--- src/rtl/fifo_pkg.sv ---
// Shared types for the fifo family: state encoding of the burst drain consumer.
package fifo_pkg;

    typedef enum logic [1:0] {
        IDLE  = 2'd0,
        BURST = 2'd1,
        DRAIN = 2'd2
    } burst_drain_state_e;

endpackage

--- src/rtl/fifo_burst_drain.sv ---
// Pops fixed-length bursts from a fifo read port onto a valid/ready stream with a last marker.
// Define FIFO_BURST_DRAIN_TIMEOUT_EN to drain residual data as single beats after an idle timeout.
//
// state | meaning
// IDLE  | waiting for BURST_LEN entries (or for the residual timeout)
// BURST | streaming BURST_LEN beats, last on the final one
// DRAIN | single-beat bursts emptying residual data (timeout build only)
module fifo_burst_drain
    import fifo_pkg::*;
#(
    parameter int unsigned DATA_WIDTH     = 32,
    parameter int unsigned DEPTH          = 8,
    parameter int unsigned BURST_LEN      = 4,
    parameter int unsigned TIMEOUT_CYCLES = 16,
    parameter type         dtype          = logic [DATA_WIDTH-1:0]
) (
    input  logic clk_i,
    input  logic rst_ni,
    input  logic flush_i,
    input  logic fifo_empty_i,
    input  logic fifo_aempty_i,
    input  dtype fifo_data_i,
    output logic fifo_pop_o,
    output logic out_valid_o,
    input  logic out_ready_i,
    output dtype out_data_o,
    output logic out_last_o
);

    localparam int unsigned          BEAT_W    = $clog2(BURST_LEN);
    localparam logic [BEAT_W-1:0]    BEAT_LAST = BEAT_W'(BURST_LEN - 1);

    if ((BURST_LEN < 2) || (BURST_LEN > DEPTH)) begin : g_bad_burst_len
        $error("fifo_burst_drain: BURST_LEN must lie in 2..DEPTH");
    end
    if (TIMEOUT_CYCLES < 1) begin : g_bad_timeout
        $error("fifo_burst_drain: TIMEOUT_CYCLES must be at least 1");
    end

    burst_drain_state_e state_q;
    burst_drain_state_e state_d;
    logic [BEAT_W-1:0]  beat_q;
    logic [BEAT_W-1:0]  beat_d;
    logic               handshake;
    logic               burst_ready;

    assign out_data_o  = fifo_data_i;
    assign handshake   = out_valid_o & out_ready_i;
    assign fifo_pop_o  = handshake;
    assign burst_ready = !fifo_aempty_i && !fifo_empty_i;

`ifdef FIFO_BURST_DRAIN_TIMEOUT_EN
    localparam int unsigned       TMO_W    = $clog2(TIMEOUT_CYCLES + 1);
    localparam logic [TMO_W-1:0]  TMO_LAST = TMO_W'(TIMEOUT_CYCLES - 1);

    logic [TMO_W-1:0] tmo_q;
    logic [TMO_W-1:0] tmo_d;
    logic             residual;

    assign residual = !fifo_empty_i && fifo_aempty_i;
`endif

    always_comb begin
        state_d     = state_q;
        beat_d      = beat_q;
        out_valid_o = 1'b0;
        out_last_o  = 1'b0;
`ifdef FIFO_BURST_DRAIN_TIMEOUT_EN
        tmo_d       = tmo_q;
`endif
        case (state_q)
            IDLE: begin
                if (burst_ready) begin
                    state_d = BURST;
                    beat_d  = '0;
`ifdef FIFO_BURST_DRAIN_TIMEOUT_EN
                    tmo_d   = '0;
                end else if (residual) begin
                    if (tmo_q == TMO_LAST) begin
                        state_d = DRAIN;
                        tmo_d   = '0;
                    end else begin
                        tmo_d = tmo_q + 1'b1;
                    end
                end else begin
                    tmo_d = '0;
`endif
                end
            end
            BURST: begin
                out_valid_o = 1'b1;
                out_last_o  = (beat_q == BEAT_LAST);
                if (handshake) begin
                    if (beat_q == BEAT_LAST) begin
                        state_d = IDLE;
                        beat_d  = '0;
                    end else begin
                        beat_d = beat_q + 1'b1;
                    end
                end
            end
`ifdef FIFO_BURST_DRAIN_TIMEOUT_EN
            DRAIN: begin
                out_valid_o = !fifo_empty_i;
                out_last_o  = 1'b1;
                // Leave once empty, or hand over to a full burst when no beat is stalled.
                if (fifo_empty_i || (!fifo_aempty_i && out_ready_i)) begin
                    state_d = IDLE;
                end
            end
`endif
            default: begin
                state_d = IDLE;
                beat_d  = '0;
            end
        endcase

        if (flush_i) begin
            state_d = IDLE;
            beat_d  = '0;
`ifdef FIFO_BURST_DRAIN_TIMEOUT_EN
            tmo_d   = '0;
`endif
        end
    end

    always_ff @(posedge clk_i or negedge rst_ni) begin
        if (!rst_ni) begin
            state_q <= IDLE;
            beat_q  <= '0;
        end else begin
            state_q <= state_d;
            beat_q  <= beat_d;
        end
    end

`ifdef FIFO_BURST_DRAIN_TIMEOUT_EN
    always_ff @(posedge clk_i or negedge rst_ni) begin
        if (!rst_ni) begin
            tmo_q <= '0;
        end else begin
            tmo_q <= tmo_d;
        end
    end
`endif

    // Sole consumer: a burst only starts with BURST_LEN entries present, so it never runs dry.
    a_burst_not_empty: assert property (
        @(posedge clk_i) disable iff (!rst_ni) (state_q == BURST) |-> !fifo_empty_i
    ) else $error("fifo_burst_drain: fifo empty during a burst");

endmodule
--- config.mk ---
export PLATFORM = sky130hd
export DESIGN_NAME = fifo_burst_drain
export DESIGN_NICKNAME = d
export VERILOG_FILES = /design/src/rtl/fifo_pkg.sv /design/src/rtl/fifo_burst_drain.sv
export SDC_FILE = /design/constraint.sdc
export NUM_CORES = 1
export LEC_CHECK = 0
export ABC_AREA = 1
export CAP_MARGIN = 30
export CORE_UTILIZATION = 20
export CTS_CLUSTER_DIAMETER = 50
export CTS_CLUSTER_SIZE = 25
export DETAILED_ROUTE_END_ITERATION = 10
export PLACE_DENSITY = 0.87
export SLEW_MARGIN = 20
export SYNTH_ARGS = -nofsm -noshare
export SYNTH_HDL_FRONTEND = slang
export SYNTH_SLANG_ARGS = --single-unit
--- constraint.sdc ---
create_clock -name clk_i -period 1.2 [get_ports clk_i]
set_input_delay 0.24 -clock clk_i [delete_from_list [all_inputs] [get_ports clk_i]]
set_output_delay 0.24 -clock clk_i [all_outputs]
set_load 0.03 [all_outputs]
==> flow_summary_export.csv <==
group,metric,value,unit
clock_tree,clock_pin_slew_of_the_registers_on_the_worst_case_setup_and_hold_paths,0.04,ns
floorplan,die_h,47.6,um
place,gp_congestion,0.715,
status,failed_checks,"negative setup slack",
layout,mostFrequentLayoutCell,"sky130_fd_sc_hd__nand2_1",
pwr,total_leakage_power,0.173,nW
setup_path,criticalPathCategory,"reg2out",
routing,post_drt_via_cell_ratio,3.42,
logic_synthesis,fraction_of_the_mapped_netlist_area_in_adder_cells,3.01,%
routing,drt_iter0_drc,4,
logic_synthesis,synth-compound-area-share,1.20,%
grt,grt_util_overall,5.88,%
routing,routed_wl,649,um
pwr,pwr_density_cell,1090,nW/um^2
layout,stdcell_count,64,
logic_synthesis,mux_cell_area_share_after_synthesis,0,%
logic_synthesis,ys_seq_elements,3,
floorplan,pin_count,73,
logic_synthesis,yosys.area_share.simple,15.4,%
clock_tree,cts-hold-fix-buffers,0,
floorplan,floorplan.rows,16,
place,pre_cts_slack,-0.0723,ns
setup_path,critPathRequiredTime,0.96,ns
grt,globalRouteMet1Util,4.07,%
clock_tree,cts_buffers,3,
routing,dr_total_vias,219,
sta,report.final.setup_viol,1,
floorplan,die-area,2260,sq um
pwr,power,0.353,mW
layout,fillerInstances,245,
clock_tree,clock_sinks,3,
grt,global_route.usage.met3,4.53,%
grt,first_global_vias,212,
logic_synthesis,synth_area_per_cell,7.42,sq um
logic_synthesis,synthesis.instances,56,
sta,fmaxAchievable,0.776,GHz
setup_path,cp-end-kind,"primary output",
logic_synthesis,yosysWarningCount,0,
setup_path,critPathMaxFanout,3,
sta,slew_violations,0,
sta,tightestPinTransition,0.228,ns
layout,diodes,0,
layout,mostFrequentLayoutCells,"sky130_fd_sc_hd__nand2_1, sky130_fd_sc_hd__inv_1, sky130_fd_sc_hd__clkdlybuf4s50_1",
setup_path,cp_slowest_stage_delay,0.40,ns
logic_synthesis,synth_top_family_by_area,"buffers and inverters",
sta,rsz0062_at_grt,"true",
setup_path,timing.critical_path.slowest_stage_cell,"sky130_fd_sc_hd__dfrtp_1",
floorplan,core_box_area,1960,sq um
hold_path,worst_min_delay_path_category,"in2async",
logic_synthesis,synth.yosys.seq_area_share,18.1,%
routing,drt-pass1-iter-count,4,
job,drv_cap,0,
sta,min_period_over_period,107,%
grt,globalRouteMet2Util,9.04,%
routing,routedWlPerCell,10.1,um
sta,final.min_clock_period,1.29,ns
clock_tree,clockBufferDepth,2,
layout,num-nets-final,77,
pwr,peakVddDrop,499,uV
clock_tree,ctsHtreeMaxLevel,1,
place,io_buffer_count,8,
clock_tree,insertion_delay,0.23,ns
logic_synthesis,synth.lib_cells_used.distinct,10,
layout,drive_above_1_share,29.7,%
status,outcome,"finished with violations",
clock_tree,cts_tree,"done",
grt,gr-max-usage-layer,"met2",
setup_path,startpoint_class,"register",
setup_path,crit_chain,"ha_2, nand2_2, inv_2, buf_6",
place,dp_hpwl,454,um
sta,setup_slack,-0.0894,ns
grt,grt_start_max_net_pins,7,
place,place.detailed.instances,59,
layout,syn_to_final_growth,-22.0,%
logic_synthesis,yosys.area_share.xor_xnor,0,%
logic_synthesis,synth_fp_nets,95,
floorplan,initial_core_util,21.2,%
routing,drc_errors,0,
sta,finClkSkew,0.00324,ns
clock_tree,clockRootBuffer,"sky130_fd_sc_hd__clkbuf_4",
sta,hold_viol,0,
setup_path,worstPathArrival,1.05,ns
grt,initial_antenna_violation_count,0,
routing,final_antenna_net_count,0,
grt,global_route_wire_length_before_repair,828,um
floorplan,dieWidth,47.6,um
logic_synthesis,syn-cell-area,415,sq um
sta,maxSlewHeadroom,84.8,%
grt,globalRoute.totalOverflow,0,
## cells by family after synthesis
family,after synthesis
buffers and inverters,37
AND/OR/NAND/NOR,14
flip-flops,3
AO/OA/AOI/OAI,1
adder cells (fa/ha/maj),1
## through the flow
stage / instance area [sq um] / util (%) / setup TNS (ns) / hold WS [ns]
global route: 324 / 16.5 / -0.162 / 0.184
finish: 324 / 16.5 / -0.0894 / 0.181
CTS: 324 / 16.5 / -0.0973 / 0.171
floorplan: 415 / - / 0 / -0.0556
detailed placement: 282 / 14.3 / -0.0723 / 0.429
global placement: 282 / 14.3 / -0.0772 / 0.429
## power by group
group	switching (mW)	internal (mW)	total, mW
logic	0.0307	0.0291	0.0598
clock network	0.0538	0.125	0.179
registers	0.00721	0.107	0.115
## final timing paths
path / startpoint / to / slack (ns) / cells past startpoint
setup / recovery: beat_q[0]$_DFFE_PN0P_ / out_last_o / -0.09 / 4
hold / removal: rst_ni / beat_q[1]$_DFFE_PN0P_ / 0.18 / 1
max in group asynchronous: rst_ni / state_q[0]$_DFFE_PN0P_ / 0.87 / 1
setup reg to reg: state_q[0]$_DFFE_PN0P_ / beat_q[1]$_DFFE_PN0P_ / 0.15 / 5
hold reg to reg: beat_q[1]$_DFFE_PN0P_ / beat_q[1]$_DFFE_PN0P_ / 0.55 / 2
min in group clk_i: out_ready_i / beat_q[0]$_DFFE_PN0P_ / 0.47 / 3
## layout make-up
cell class              instances  area [sq um]  area share, %
well taps                      27          33.8           10.4
repair buffers                  9          82.6           25.5
multi-input cells              16          86.3           26.6
inverters                       5          18.8           5.79
clock buffers                   4          26.3           8.11
flip-flops and latches          3          76.3           23.6
## what timing repair did
action / 4_1_cts / 5_1_grt
endpoints found under the hold margin: 0 / 0
setup endpoints to repair: 2 / 2
setup buffers: 1 / 0
resized for setup: 6 / 0
gates cloned: 0 / 0
pin swaps: 2 / 0
## worst max-delay path, delay by kind of cell (launching register included)
family                   cells  cell delay [ns]
flip-flops                   1             0.40
AND/OR/NAND/NOR              1             0.07
buffers and inverters        2             0.16
adder cells (fa/ha/maj)      1             0.19
## registers in the layout, indices dropped and copies added (netlist names)
name     flops
state_q      1
beat_q       2
## cells in the mapped netlist
cell type / instances / share of area, %
sky130_fd_sc_hd__nand4_1: 2 / 3.0
sky130_fd_sc_hd__a21oi_1: 1 / 1.2
sky130_fd_sc_hd__ha_1: 1 / 3.0
sky130_fd_sc_hd__nor2_1: 1 / 0.90
sky130_fd_sc_hd__inv_1: 5 / 4.5
sky130_fd_sc_hd__nand2_1: 8 / 7.2
sky130_fd_sc_hd__nand3b_1: 1 / 1.8
sky130_fd_sc_hd__buf_4: 32 / 58
sky130_fd_sc_hd__dfrtp_1: 3 / 18
sky130_fd_sc_hd__nand3_1: 2 / 2.4
## routing by layer
layer  up-vias  wire (um)
met1        99        181
met3         0         92
met4         0          0
met2        19        374
met5         -          0
li1        101          -
(Power assumes the default switching activity.)
